## config.mk

```make
export PLATFORM = sky130hd
export DESIGN_NAME = bsg_round_robin_fifo_pair
export DESIGN_NICKNAME = d
export VERILOG_FILES = /design/src/rtl/bsg_round_robin_fifo_pair.sv
export SDC_FILE = /design/constraint.sdc
export NUM_CORES = 1
export LEC_CHECK = 0
export ABC_AREA = 0
export CORE_UTILIZATION = 59
export CTS_BUF_LIST = sky130_fd_sc_hd__clkbuf_8
export CTS_CLUSTER_DIAMETER = 150
export DETAILED_ROUTE_END_ITERATION = 8
export GPL_ROUTABILITY_DRIVEN = 0
export PLACE_DENSITY = 0.87
export SYNTH_ARGS = -nofsm -noshare
export SYNTH_HDL_FRONTEND = slang
export SYNTH_SLANG_ARGS = --single-unit
export TNS_END_PERCENT = 10
```

## constraint.sdc

```tcl
create_clock -name clk_i -period 3.3 [get_ports clk_i]
set_input_delay 0.495 -clock clk_i [delete_from_list [all_inputs] [get_ports clk_i]]
set_output_delay 0.495 -clock clk_i [all_outputs]
set_load 0.01 [all_outputs]
```

## src/rtl/bsg_round_robin_fifo_pair.sv

```systemverilog
// bsg_round_robin_fifo_pair
//
// Two-wide in-order buffer made of two single-lane FIFO banks. Elements are
// written into the banks alternately, starting at bank head_r, and are read
// back alternately, starting at bank tail_r. Because the banks are always
// filled and drained in strict alternation, the oldest element sits in bank
// tail_r and the next oldest sits in bank ~tail_r.
//
// Ports:
//   clk_i    : clock
//   reset_i  : synchronous, active-high reset; empties the buffer
//   data_i   : two input lanes, lane 0 = [width_p-1:0] (older), lane 1 above it
//   v_i      : input lane valids (00, 01 or 11)
//   ready_o  : per-lane ready (00, 01 or 11)
//   data_o   : lane 0 = oldest buffered element, lane 1 = next oldest
//   v_o      : output lane valids (00, 01 or 11)
//   yumi_i   : per-lane dequeue (00, 01 or 11, subset of v_o)
//
// Handshake: an input lane is accepted on a rising clock edge when both its
// v_i bit and its ready_o bit are 1; an output lane is consumed on a rising
// edge when its yumi_i bit is 1, which the consumer may only assert while the
// matching v_o bit is 1. ready_o, v_o and data_o are derived from registered
// state (and reset_i) only, so they never depend on v_i or yumi_i.

module bsg_round_robin_fifo_pair #(
    parameter int width_p = 8,
    parameter int els_p   = 4
) (
    input  logic                   clk_i,
    input  logic                   reset_i,
    input  logic [2*width_p-1:0]   data_i,
    input  logic [1:0]             v_i,
    output logic [1:0]             ready_o,
    output logic [2*width_p-1:0]   data_o,
    output logic [1:0]             v_o,
    input  logic [1:0]             yumi_i
);

    localparam int ptr_w_lp = (els_p > 1) ? $clog2(els_p) : 1;
    localparam int cnt_w_lp = $clog2(els_p + 1);

    localparam logic [cnt_w_lp-1:0] full_cnt_lp = cnt_w_lp'(els_p);
    localparam logic [ptr_w_lp-1:0] last_ptr_lp = ptr_w_lp'(els_p - 1);

    logic                head_r;
    logic                tail_r;
    logic [ptr_w_lp-1:0] wp_r    [2];
    logic [ptr_w_lp-1:0] rp_r    [2];
    logic [cnt_w_lp-1:0] count_r [2];
    logic [width_p-1:0]  mem_r   [2][els_p];

    logic [1:0]          enq;
    logic [1:0]          deq;
    logic [1:0]          wr_en;
    logic [1:0]          rd_en;
    logic [width_p-1:0]  wr_data [2];
    logic [cnt_w_lp-1:0] cnt_head;
    logic [cnt_w_lp-1:0] cnt_head_n;
    logic [cnt_w_lp-1:0] cnt_tail;
    logic [cnt_w_lp-1:0] cnt_tail_n;

    assign cnt_head   = count_r[head_r];
    assign cnt_head_n = count_r[~head_r];
    assign cnt_tail   = count_r[tail_r];
    assign cnt_tail_n = count_r[~tail_r];

    // Lane 1 is only ever ready/valid together with lane 0, which keeps both
    // sides in the legal 00/01/11 patterns.
    always_comb begin
        ready_o    = 2'b00;
        v_o        = 2'b00;
        if (!reset_i) begin
            ready_o[0] = (cnt_head != full_cnt_lp);
            ready_o[1] = ready_o[0] & (cnt_head_n != full_cnt_lp);
            v_o[0]     = (cnt_tail != '0);
            v_o[1]     = v_o[0] & (cnt_tail_n != '0);
        end
    end

    assign data_o = {mem_r[~tail_r][rp_r[~tail_r]], mem_r[tail_r][rp_r[tail_r]]};

    assign enq = v_i & ready_o;
    // Gating with v_o keeps a misbehaving consumer from underflowing a bank.
    assign deq = yumi_i & v_o;

    // Steer lanes to banks: lane 0 to head_r / tail_r, lane 1 to the other.
    always_comb begin
        wr_en   = 2'b00;
        rd_en   = 2'b00;
        wr_data[0] = data_i[width_p-1:0];
        wr_data[1] = data_i[width_p-1:0];
        for (int b = 0; b < 2; b++) begin
            if (b[0] == head_r) begin
                wr_en[b]   = enq[0];
                wr_data[b] = data_i[width_p-1:0];
            end else begin
                wr_en[b]   = enq[1];
                wr_data[b] = data_i[2*width_p-1:width_p];
            end
            rd_en[b] = (b[0] == tail_r) ? deq[0] : deq[1];
        end
    end

    always_ff @(posedge clk_i) begin
        if (reset_i) begin
            head_r <= 1'b0;
            tail_r <= 1'b0;
            for (int b = 0; b < 2; b++) begin
                wp_r[b]    <= '0;
                rp_r[b]    <= '0;
                count_r[b] <= '0;
            end
        end else begin
            // An odd number of moves flips the bank that comes next.
            head_r <= head_r ^ enq[0] ^ enq[1];
            tail_r <= tail_r ^ deq[0] ^ deq[1];
            for (int b = 0; b < 2; b++) begin
                if (wr_en[b]) begin
                    wp_r[b] <= (wp_r[b] == last_ptr_lp) ? '0 : wp_r[b] + ptr_w_lp'(1);
                end
                if (rd_en[b]) begin
                    rp_r[b] <= (rp_r[b] == last_ptr_lp) ? '0 : rp_r[b] + ptr_w_lp'(1);
                end
                count_r[b] <= count_r[b] + cnt_w_lp'(wr_en[b]) - cnt_w_lp'(rd_en[b]);
            end
        end
    end

    // Storage is deliberately left unreset.
    always_ff @(posedge clk_i) begin
        for (int b = 0; b < 2; b++) begin
            if (wr_en[b] && !reset_i) begin
                mem_r[b][wp_r[b]] <= wr_data[b];
            end
        end
    end

`ifndef SYNTHESIS
    a_legal_v_i : assert property (@(posedge clk_i) disable iff (reset_i)
        v_i != 2'b10)
        else $error("bsg_round_robin_fifo_pair: illegal v_i pattern 10");

    a_legal_yumi_i : assert property (@(posedge clk_i) disable iff (reset_i)
        yumi_i != 2'b10)
        else $error("bsg_round_robin_fifo_pair: illegal yumi_i pattern 10");

    a_yumi_subset : assert property (@(posedge clk_i) disable iff (reset_i)
        (yumi_i & ~v_o) == 2'b00)
        else $error("bsg_round_robin_fifo_pair: yumi_i asserted without v_o");

    // The tail bank never holds fewer elements than the other bank and at
    // most one more; head_r sits one bank past tail_r when the total is odd.
    a_balanced : assert property (@(posedge clk_i) disable iff (reset_i)
        (cnt_tail == cnt_tail_n) || ({1'b0, cnt_tail} == {1'b0, cnt_tail_n} + 1'b1))
        else $error("bsg_round_robin_fifo_pair: bank counts out of balance");

    a_parity : assert property (@(posedge clk_i) disable iff (reset_i)
        head_r == (tail_r ^ count_r[0][0] ^ count_r[1][0]))
        else $error("bsg_round_robin_fifo_pair: head/tail parity broken");
`endif

endmodule
```

# --- Word level (Yosys, flattened, before mapping) ---
# Memory sizes are Yosys's and may differ from the RTL's. A register that Yosys moved wholly into a read port is not among the register bits.
# Cells that the tools add are included.
totals:
  ff_bits: 2
  latchBits: 0
  ramBits: 78
  rom_bits: 0
  in_bits: 22
  output_inout_bits: 20
  wordCells: 104
  n_memories: 4
memory_table:
  columns: ["name", "depth", "width", "rd", "rd_clocked_by_memory_dff", "write_ports", "line_no", "source"]
  rows:
  - ["mem_r", 2, 32, 2, 1, 2, "50", "logic [width_p-1:0] mem_r [2][els_p];"]
  - ["count_r", 2, 3, 6, 2, 2, "49", "logic [cnt_w_lp-1:0] count_r [2];"]
  - ["rp_r", 2, 2, 4, 1, 2, "48", "logic [ptr_w_lp-1:0] rp_r [2];"]
  - ["wp_r", 2, 2, 2, 0, 2, "47", "logic [ptr_w_lp-1:0] wp_r [2];"]
classes:
  n_addsub: 8
  multipliers: 0
  div: 0
  order_cmp: 6
  n_eq_ne: 6
  shift: 0
  mux: 51
  n_bitwise: 20
  reduce_logical: 7
op_table:
  columns: ["cell", "count"]
  rows:
  - ["32-bit 2-to-1 mux", 2]
  - ["8-bit 2-to-1 mux", 8]
  - ["8-bit binary-select mux with 2-bit select", 2]
  - ["8-bit demux with 2-bit select", 2]
  - ["1-bit 2-to-1 mux", 25]
  - ["2-bit 2-to-1 mux", 10]
  - ["3-bit >= comparator (second input constant)", 4]
  - ["2-bit NOT with 3-bit output", 4]
  - ["2-bit by 1-bit adder with 2-bit output (second input constant)", 4]
  - ["2-bit equality test (second input constant)", 4]
  - ["3-bit by 1-bit adder with 3-bit output", 2]
  - ["3-bit by 1-bit less-than comparator with 1-bit output (second input constant)", 2]
  - ["3-bit 2-to-1 mux", 2]
  - ["3-bit inequality test (second input constant)", 2]
  - ["1-bit bitwise OR", 6]
  - ["3-bit nonzero test", 2]
  - ["3-bit by 1-bit subtractor with 3-bit output", 2]
  - ["2-bit AND", 2]
  - ["1-bit logical AND", 4]
  - ["1-bit XOR", 4]
  - ["1-bit AND", 2]
  - ["1-bit NOT", 2]
  - ["1-bit logical NOT", 1]

# --- Depth between registers and ports, before layout ---
# An unclocked memory read counts as a cell.
depth:
  word_depth: 11
  depth_mapped: 13
  mapped_depth_nobuf: 12

# --- Least setup slack after synthesis ---
# OpenSTA, ideal clock, no wires.
synth_timing:
  path_kind: "input -> register"
  startpoint: "input reset_i"
  endpoint: "memory count_r[0][2] (netlist bit)"
  t_arrival_ns: 2.162
  required_time_ns: 3.173
  slack_ns: 1.011
  cell_stages: 11
  path_cell_list: "clkbuf_8 clkbuf_1 nor3_1 ha_1 inv_1 ha_1 inv_1 fa_1 xor2_1 xnor2_1 nor2_1"
synth_lines:
  columns: ["item", "line_no", "source"]
  rows:
  - ["from (decl)", "30", "input logic reset_i,"]
  - ["to (decl)", "49", null]

# --- Worst setup path in the final report ---
layout_timing:
  startpoint: "register tail_r"
  endpoint: "output data_o[14]"
layout_between:
  elab_chain_len: 6
  elab_cells_between_ends: 7
  classes_between: "mux (3); bitwise (2); memory (2)"
layout_rtl:
  columns: ["item", "line_no", "source"]
  rows:
  - ["from (decl)", "46", "logic tail_r;"]
  - ["from (signal assigned)", "116", "tail_r <= tail_r ^ deq[0] ^ deq[1];"]
  - ["1-bit NOT (*)", null, null]
  - ["memory read 2 x 2 bit", null, null]
  - ["2-bit NOT with 3-bit output", "80", "assign data_o = {mem_r[~tail_r][rp_r[~tail_r]], mem_r[tail_r][rp_r[tail_r]]};"]
  - ["8-bit binary-select mux with 2-bit select (*)", "80", null]
  - ["8-bit 2-to-1 mux (not written as such) (*) (2 in a row)", "80", null]
  - ["to (decl)", "34", "output logic [2*width_p-1:0] data_o,"]
# Mark *: on every way between the ends. The rest lies on a longest branch, timed or not. The select of a mux whose other input is x is not followed.

==> reports/results.tsv <==
metric	value	unit
status	finished, violations left	
failing checks	design-rule violations	
CP Data Arrival Time	2560	ps
Mapped Avg Cell Area	13.7	um^2
Critical Path End Type	output port	
Ys Warns	0	
postcts setup bufs	0	
M1 GR Usage	34.4	%
Clk pwr share	16.4	%
crit path cell chain	nor2b_1 -> a221o_1 -> clkdlybuf4s50_1	
adder-cell area share of the yosys netlist	5.37	%
Starting Density	62.1	%
largest net degree at the start of global routing	19	
synth unique cells	43	
worst rel slew slack	44.9	%
die height	84.4	um
post-synthesis async set-or-reset flop share	0	%
CTS tree	done	
Simple-Gate Fraction of Synth Area	9.33	%
Antenna Cells	0	
initial antenna violation count	0	
Die Wd	84.4	um
compound-cell area share of the yosys netlist	10.6	%
Cell Area, Synth	4010	um^2
Post-synth EDFFs	72	
core footprint	6460	um^2
largest family of logic cells by synthesized area	multiplexers	
CTS Buffer Depth	2	
worst-path fanout max	17	
XOR/XNOR Fraction of Synth Area	0.874	%
IO Count	42	
Leakage	0.00164	uW
routed vias/inst	6.51	
setup TNS	0	ps
Tot Pwr	3790	uW
vias in the first global route	2693	
busiest grt layer	met2	
Slew @ Worst Pin	824	ps
port bufs	41	
Flop pwr share	39.3	%
share of cells above drive strength 1	16.4	%
crit path launch type	register	
first-pass GRT wire length	13.7	mm
Detailed Route WL	8.66	mm
FF+latch count, synth	80	
Die ar.	7130	um^2
DRC Markers	4	
Final min period	3050	ps
CTS root buf	clkbuf_8	
post-DP HPWL	5.92	mm
maxcap violations	0	
final hold vios	0	
CTS H-tree lvls	3	
Syn-to-layout area delta	16.0	%
grt ovf	0	
drt pass-1 iters	8	
CTS resizes	0	
synthesized net count	331	
register area share after synthesis	57.9	%
Cells after Synth	293	
unrepaired setup endpoints after global routing	false	
slowest CP cell	nor2b_1	
GRT Util Overall	26.0	%
final setup violating endpoints	0	
internal power	2420	uW
post-route ant nets	0	
skew final	7.27	ps
pwr dens	814	nW/um^2
Crit path buffers/inverters	1	
CTS Sinks	80	
Peak VDD IR	0.000467	V
CTS clk-pin slew, worst paths	80	ps
Logic pwr share	44.3	%
Worst path top cell family by delay	simple AND/OR/NAND/NOR gates	
setup slack, reg-to-reg	740	ps
Avg WL per Cell	20.7	um
Hold WC Path Type	reg -> reg	
CP Class	reg -> out	
nets@finish	374	
NetSw	1370	uW
Max Clk Rate	327	MHz
Switching Share	36.1	%
Clock Latency Late Sink	350	ps
hold buffer count at cts	0	
number of buffers created by CTS	9	
CP peak stage delay	730	ps
Pins Over Slew Limit	0	
period utilization	92.6	%
site row count	29	
Req. time, crit path	2800	ps
Most used DFF post-synth	edfxtp_1	
met3 GRT Util	5.11	%
met2 track demand over resource	42.3	%
initial DRC count	248	
fillers	421	
vias	2720	
mux contribution to synthesized area	13.0	%
==> logic make-up after synthesis <==
kind of cell / count (synthesis)
DFF: 80
xor gates and xnor gates: 4
muxes: 48
and+or+nand+nor: 62
buffers and inverters: 27
AOI/OAI and AO/OA: 56
adders and majority gates: 16
==> stage by stage <==
step | instances | worst slack [ps] | hold slack [ps] | utilization, % | area, um^2
floorplan | 293 | 1010 | 534 | - | 4010
global placement | 402 | 497 | 568 | 69.5 | 4490
detailed placement | 402 | 420 | 585 | 69.5 | 4490
CTS | 418 | 284 | 602 | 72.0 | 4650
global route | 418 | 203 | 627 | 72.0 | 4650
finish | 418 | 245 | 599 | 72.0 | 4650
==> power groups by stage <==
stage	combinational (uW)	clock, uW	sequential [uW]
after floorplan	1100	0	1430
after global placement	1610	0	1500
after detailed placement	1660	0	1510
after CTS	1670	623	1490
after global routing	1810	666	1510
final	1680	621	1490
==> synth_stat cells (6+ instances only) <==
cell / count / share of area [%]
edfxtp_1: 72 / 54
mux2_2: 30 / 8.4
a221o_1: 16 / 4.0
mux2i_1: 16 / 4.0
o22ai_1: 16 / 2.5
ha_1: 14 / 4.4
nor2_1: 12 / 1.1
inv_1: 11 / 1.0
a21oi_1: 10 / 1.2
and2_1: 9 / 1.4
dfxtp_1: 8 / 4.0
buf_2: 6 / 0.75
nand2_1: 6 / 0.56
nor3_1: 6 / 0.75
==> worst min-delay path, delay by kind of cell, from the launching register on <==
family	cells	cell delay, ps
xor+xnor	1	160
flops	1	360
simple gates	1	30
==> area by class of cell <==
class | count | area, um^2 | area share [%]
flip-flops and latches | 80 | 2320 | 49.9
multi-input cells | 186 | 1570 | 33.7
repair buffers | 47 | 455 | 9.79
clock buffers | 9 | 124 | 2.66
well taps | 77 | 96.3 | 2.07
inverters | 12 | 45.0 | 0.968
clock inverters | 7 | 40.0 | 0.861
==> per-layer routing <==
layer	wire length, um	vias up
met4	297	0
li1	-	1226
met5	0	-
met2	4170	170
met1	3510	1291
met3	682	33
==> cells in the final DEF (no fill, tap or decap), types with 4 or more instances in the layout <==
master,n
nand2b_1,4
nand2_1,6
o22ai_1,16
nor2b_1,5
edfxtp_1,72
and2_1,9
a21oi_1,10
buf_4,6
mux2_2,30
a221o_1,16
inv_1,12
nor4b_1,5
dfxtp_1,8
clkdlybuf4s50_1,41
ha_1,14
nor3_1,6
clkbuf_8,9
mux2i_1,16
nor4_1,4
nor2_1,12
==> worst paths after layout <==
kind | end | start | cells past startpoint
setup / recovery | data_o[14] | tail_r$_SDFF_PP0_ | 3
hold / removal | count_r[0][2]$_SDFF_PP0_ | count_r[0][2]$_SDFF_PP0_ | 2
setup reg to reg | count_r[0][2]$_SDFF_PP0_ | head_r$_SDFF_PP0_ | 8
hold reg to reg | count_r[0][2]$_SDFF_PP0_ | count_r[0][2]$_SDFF_PP0_ | 2
==> sequential cells by signal (all words and copies together), names as in the netlist <==
signal   cells
count_r      6
mem_r       64
rp_r         4
wp_r         4
head_r       1
tail_r       1
(Power assumes the default switching activity.)
